$ cat config.mk
export PLATFORM = sky130hd
export DESIGN_NAME = wide_add_sequencer
export DESIGN_NICKNAME = d
export VERILOG_FILES = /design/src/rtl/tree_adder_pkg.sv /design/src/rtl/brent_kung.sv /design/src/rtl/wide_add_sequencer.sv
export SDC_FILE = /design/constraint.sdc
export NUM_CORES = 1
export LEC_CHECK = 0
export BUFFER_PORTS_ARGS = -buffer_cell sky130_fd_sc_hd__buf_2
export CAP_MARGIN = 15
export CORE_MARGIN = 4
export CORE_UTILIZATION = 45
export DETAILED_ROUTE_END_ITERATION = 10
export PLACE_DENSITY = 0.67
export SLEW_MARGIN = 20
export SYNTH_ARGS = -nofsm -noshare
export SYNTH_HDL_FRONTEND = slang
export SYNTH_SLANG_ARGS = --single-unit
$ cat constraint.sdc
create_clock -name clk -period 11.6 [get_ports clk]
set_input_delay 0.58 -clock clk [delete_from_list [all_inputs] [get_ports clk]]
set_output_delay 0.58 -clock clk [all_outputs]
set_load 0.005 [all_outputs]
$ cat src/rtl/tree_adder_pkg.sv
// rtl/tree_adder_pkg.sv - shared state encoding and sizing helpers for the wide tree-adder sequencer
package tree_adder_pkg;

    localparam logic [1:0] ST_IDLE = 2'd0;
    localparam logic [1:0] ST_RUN  = 2'd1;
    localparam logic [1:0] ST_DONE = 2'd2;

    // Bit 0 of the adder is the carry-in slot, so each chunk is one bit narrower.
    function automatic int chunk_w(input int adder_size);
        return adder_size - 1;
    endfunction

    function automatic int clog2(input int value);
        int r;
        r = 0;
        while ((1 << r) < value) r++;
        return r;
    endfunction

endpackage

$ cat src/rtl/brent_kung.sv
// rtl/brent_kung.sv - combinational Brent-Kung adder: ripple groups of GROUP_SIZE bits joined by a prefix tree
module brent_kung #(
    parameter int ADDER_SIZE = 16,
    parameter int GROUP_SIZE = 4,
    parameter int LEV        = 3
) (
    input  logic [ADDER_SIZE-1:1] a,
    input  logic [ADDER_SIZE-1:1] b,
    input  logic                  cin,
    output logic [ADDER_SIZE-1:1] sum,
    output logic                  cout
);

    localparam int NG = (ADDER_SIZE + GROUP_SIZE - 1) / GROUP_SIZE;

    // LEV must cover clog2(NG) up-sweep levels; extra levels fall outside the group range and do nothing.
    always_comb begin
        logic [ADDER_SIZE-1:0] g;
        logic [ADDER_SIZE-1:0] p;
        logic [ADDER_SIZE-1:1] c;
        logic [NG-1:0]         gg;
        logic [NG-1:0]         pp;
        logic                  cc;

        g = {a & b, cin};
        p = {a ^ b, 1'b0};

        for (int j = 0; j < NG; j++) begin
            gg[j] = 1'b0;
            pp[j] = 1'b1;
            for (int k = 0; k < GROUP_SIZE; k++) begin
                if (j * GROUP_SIZE + k < ADDER_SIZE) begin
                    gg[j] = g[j*GROUP_SIZE+k] | (p[j*GROUP_SIZE+k] & gg[j]);
                    pp[j] = pp[j] & p[j*GROUP_SIZE+k];
                end
            end
        end

        for (int l = 0; l < LEV; l++) begin
            for (int i = (2 << l) - 1; i < NG; i += (2 << l)) begin
                gg[i] = gg[i] | (pp[i] & gg[i-(1<<l)]);
                pp[i] = pp[i] & pp[i-(1<<l)];
            end
        end

        for (int l = LEV - 1; l >= 0; l--) begin
            for (int i = (3 << l) - 1; i < NG; i += (2 << l)) begin
                gg[i] = gg[i] | (pp[i] & gg[i-(1<<l)]);
                pp[i] = pp[i] & pp[i-(1<<l)];
            end
        end

        // Carry out of bit 0 is cin itself; group boundaries reload from the prefix tree.
        cc = cin;
        for (int k = 1; k < ADDER_SIZE; k++) begin
            if (k % GROUP_SIZE == 0) cc = gg[k/GROUP_SIZE-1];
            c[k] = cc;
            cc   = g[k] | (p[k] & cc);
        end

        sum  = p[ADDER_SIZE-1:1] ^ c;
        cout = gg[NG-1];
    end

endmodule

$ cat src/rtl/wide_add_sequencer.sv
// rtl/wide_add_sequencer.sv - multi-cycle wide adder over a Brent-Kung chunk adder; WIDE_ADD_SUB_EN adds subtract mode
module wide_add_sequencer
    import tree_adder_pkg::*;
#(
    parameter  int ADDER_SIZE = 16,
    parameter  int GROUP_SIZE = 4,
    parameter  int LEV        = 3,
    parameter  int NUM_WORDS  = 4,
    localparam int W          = chunk_w(ADDER_SIZE),
    localparam int N          = NUM_WORDS * W
) (
    input  logic         clk,
    input  logic         rst,
    input  logic         in_valid,
    output logic         in_ready,
    input  logic [N-1:0] in_a,
    input  logic [N-1:0] in_b,
    input  logic         in_cin,
`ifdef WIDE_ADD_SUB_EN
    input  logic         in_sub,
`endif
    output logic         out_valid,
    input  logic         out_ready,
    output logic [N-1:0] out_sum,
    output logic         out_cout
);

    localparam int              IW       = (clog2(NUM_WORDS) < 1) ? 1 : clog2(NUM_WORDS);
    localparam logic [IW-1:0]   LAST_IDX = IW'(NUM_WORDS - 1);

    logic [1:0]    state;
    logic [N-1:0]  op_a;
    logic [N-1:0]  op_b;
    logic [N-1:0]  result;
    logic [N-1:0]  next_result;
    logic [IW-1:0] idx;
    logic          carry;
    logic [W-1:0]  chunk_a;
    logic [W-1:0]  chunk_b;
    logic [W-1:0]  chunk_sum;
    logic          chunk_cout;

    assign in_ready  = (state == ST_IDLE);
    assign out_valid = (state == ST_DONE);

    always_comb begin
        chunk_a                  = op_a[idx*W +: W];
        chunk_b                  = op_b[idx*W +: W];
        next_result              = result;
        next_result[idx*W +: W]  = chunk_sum;
    end

    brent_kung #(
        .ADDER_SIZE (ADDER_SIZE),
        .GROUP_SIZE (GROUP_SIZE),
        .LEV        (LEV)
    ) u_bk (
        .a    (chunk_a),
        .b    (chunk_b),
        .cin  (carry),
        .sum  (chunk_sum),
        .cout (chunk_cout)
    );

    always_ff @(posedge clk) begin
        if (rst) begin
            state    <= ST_IDLE;
            op_a     <= '0;
            op_b     <= '0;
            result   <= '0;
            idx      <= '0;
            carry    <= 1'b0;
            out_sum  <= '0;
            out_cout <= 1'b0;
        end else begin
            case (state)
                ST_IDLE: begin
                    if (in_valid) begin
                        op_a  <= in_a;
`ifdef WIDE_ADD_SUB_EN
                        // Subtract as a + ~b + 1, so the final carry reads as "no borrow".
                        op_b  <= in_sub ? ~in_b : in_b;
                        carry <= in_sub | in_cin;
`else
                        op_b  <= in_b;
                        carry <= in_cin;
`endif
                        idx   <= '0;
                        state <= ST_RUN;
                    end
                end
                ST_RUN: begin
                    result <= next_result;
                    carry  <= chunk_cout;
                    if (idx == LAST_IDX) begin
                        idx      <= '0;
                        out_sum  <= next_result;
                        out_cout <= chunk_cout;
                        state    <= ST_DONE;
                    end else begin
                        idx <= idx + 1'b1;
                    end
                end
                ST_DONE: begin
                    if (out_ready) state <= ST_IDLE;
                end
                default: state <= ST_IDLE;
            endcase
        end
    end

endmodule
==> out/results.tsv <==
metric	value	unit
status	finished, final reports clean	
Core ar.	0.0228	mm^2
drt pass-1 iters	5	
Crit path required time	12020	ps
setup violators final	0	
Pins Over Slew Limit	0	
Net Switching	516	uW
final instance area	0.0124	mm^2
setup slack at placement	6260	ps
Hold Crit Depth	3	
# Max-Cap Violations	0	
gr usage total	0.206	
Async SR Flop Fraction	0	
CP max FO	35	
Synth Register Bits	246	
Slew @ Worst Pin	1080	ps
Fin. Hold Viols	0	
number of global-route vias before repair	8294	
clk sinks	246	
row cnt	55	
layout cells sized above 1	0.230	
initial antenna violation count	0	
cell family with most CP delay	adder cells	
path depth of the worst reg2reg path	15	
die area	0.0259	mm^2
RePlAce Congestion	0.819	
Setup WS post-layout	6230	ps
Synth Net Count	1353	
Layout Skew	8.56	ps
total routed wirelength	27900	um
H-Tree Level Count	1	
Die Height	161	um
Initial Util	0.461	
dpl cell area	0.0115	mm^2
setup tns final	0	ps
Buf+Inv Stages, Crit Path	1	
post-route ant nets	0	
Synth Flop Type	dfxtp_1	
Pint	1.50	mW
Startpoint Class	flop	
cell depth of the worst setup path	15	
P&R area growth vs syn	17.6	%
Logic pwr share	0.125	
largest net degree at the start of global routing	164	
Post-synth EDFFs	0	
crit path DAT	5790	ps
Pwr per Cell Area	163	mW/mm^2
IO Count	188	
sw frac	0.256	
synthesized area	0.0105	mm^2
unrepaired setup endpoints after global routing	false	
Non-Filler Instances	1650	
remaining global-route overflow	0	
global-route wire length before repair	43900	um
CP cell instances	mux4_2, fa_1, inv_1, fa_1, fa_1, nor2b_1, nand4_1, a31oi_1, nor2_1, fa_1, fa_1, fa_1, xnor2_1, a22oi_1, a211oi_1	
Avg Vias per Cell	5.29	
Reg power frac	0.456	
TritonCTS clock tree	yes	
hold buffers post-CTS	0	
sequential element share of the synthesized area	0.468	
syn avg cell area	8.79	um^2
Resized cells post-CTS	0	
CP max stage cell	dfxtp_2	
CP max stage delay	970	ps
Tcrit/Tclk final	0.463	
Hold WC Path Type	input port to flop	
CTS max path bufs	3	
Avg WL per Cell	16.9	um
Leak Pwr	4.69	nW
Final min period	5370	ps
crit path kind	flop to flop	
Gate Count Post-Synth	1198	
clock latency on the worst-skew pair	520	ps
total CTS buffers	26	
Crit. End Element	flop	
Placed Cells	1605	
final core occ	0.542	
initial DRC count	682	
Slew HR	0.282	
total power	2.01	mW
Setup Fix Bufs, Post-CTS	0	
# diodes	0	
peak supply drop	0.103	mV
clk slew on worst S/H paths	60	ps
drt drc	0	
worst hold margin	291	ps
root buf cell	clkbuf_16	
vias	8726	
final net count	1475	
most used cell, CP	fa_1	
Die W	161	um
Max Clk Rate	0.186	GHz
clock share of power	0.419	
HPWL after DPL	19000	um
Synth cell types	39	
synth warn	0	
Buffers on Ports	187	
## cells in the final DEF, fill, tap and decap left out, drive strengths merged
master / count
clkinv: 6
clkbuf: 38
o211ai: 1
or3b: 1
nand3: 4
nor2: 170
ha: 18
dfxtp: 246
and4: 1
nor4: 1
and2: 1
inv: 30
nor3: 1
nand4: 3
xnor2: 3
fa: 12
o21ai: 5
a211o: 1
a211oi: 121
o21bai: 1
a31oi: 2
and3: 3
mux4: 30
nand2b: 3
a22oi: 16
buf: 192
a21oi: 172
nand2: 245
or4: 1
bufinv: 3
nor3b: 2
nor2b: 4
## layer usage
layer | global-route usage | routed length, um
met5 | 0 | 0
met4 | 0.0399 | 456
met3 | 0.0319 | 1470
met2 | 0.338 | 13200
met1 | 0.292 | 12800
## registers in the layout, summed over array words and instances, names as in the netlist
| name | flops |
|---|---|
| result | 60 |
| out_cout | 1 |
| carry | 1 |
| out_sum | 60 |
| state | 2 |
| idx | 2 |
| op_b | 60 |
| op_a | 60 |
## power groups by stage
stage / Sequential [mW] / Combinational, mW / Clock [mW]
3_3_place_gp: 0.936 / 0.245 / 0
2_1_floorplan: 0.925 / 0.178 / 0
4_1_cts: 0.919 / 0.252 / 0.859
3_5_place_dp: 0.938 / 0.251 / 0
5_1_grt: 0.925 / 0.278 / 0.895
6_report: 0.920 / 0.252 / 0.843
## cell families (layout without fill, tap and decap cells)
logic type	Yosys count	in the layout	synth area share
compound gates	319	319	0.198
xor+xnor	3	3	0.00250
fa+ha+maj	30	30	0.0442
buf+inv	130	269	0.0521
flops	246	246	0.468
mux	30	30	0.0649
simple gates	440	440	0.170
## layout make-up
cell class / count / area, um^2
fillers: 2203 / 10500
well taps: 313 / 392
flip-flops and latches: 246 / 4930
clock buffers: 37 / 753
repair buffers: 193 / 993
inverters: 31 / 119
clock inverters: 8 / 115
multi-input cells: 822 / 5080
## worst reg2reg max path: stages (launching register included)
cell and delay (ps):
dfxtp_2 970, mux4_2 420, fa_1 170, inv_1 50, fa_1 390, fa_1 420, nor2b_1 130, nand4_1 120
a31oi_1 220, nor2_1 90, fa_1 450, fa_1 500, fa_1 450, xnor2_1 400, a22oi_1 170, a211oi_1 320
## synthesized netlist by cell type (2+ instances only)
cell        n  share of area
nor3b_1     2         0.0014
fa_1       12          0.023
o21ai_0     5         0.0024
a211oi_2   20          0.024
buf_4       2         0.0014
a21oi_2    10         0.0083
and3_1      3         0.0018
nor2b_1     4         0.0024
buf_2      26          0.012
inv_1      29          0.010
clkbuf_1   69          0.025
a211oi_1  101          0.072
ha_1       18          0.021
nand4_1     3         0.0018
nand3_1     4         0.0019
nor2_4     10          0.011
nand2b_1    3         0.0018
xnor2_1     3         0.0025
dfxtp_1   246           0.47
mux4_2     28          0.060
nor2_1    160          0.057
a31oi_1     2         0.0012
nand2_1   245          0.087
a21oi_1   162          0.077
a22oi_1    16          0.011
mux4_1      2         0.0050
## worst paths after layout
path                         start                      end  slack [ps]
max reg2reg    idx[1]$_SDFFE_PP0P_  result[59]$_SDFFE_PP0P_        6230
min reg2reg  op_a[22]$_SDFFE_PP0P_    op_a[22]$_SDFFE_PP0P_         450
max            idx[1]$_SDFFE_PP0P_  result[59]$_SDFFE_PP0P_        6230
min                        in_a[8]     op_a[8]$_SDFFE_PP0P_         290
(Power assumes the default switching activity.)
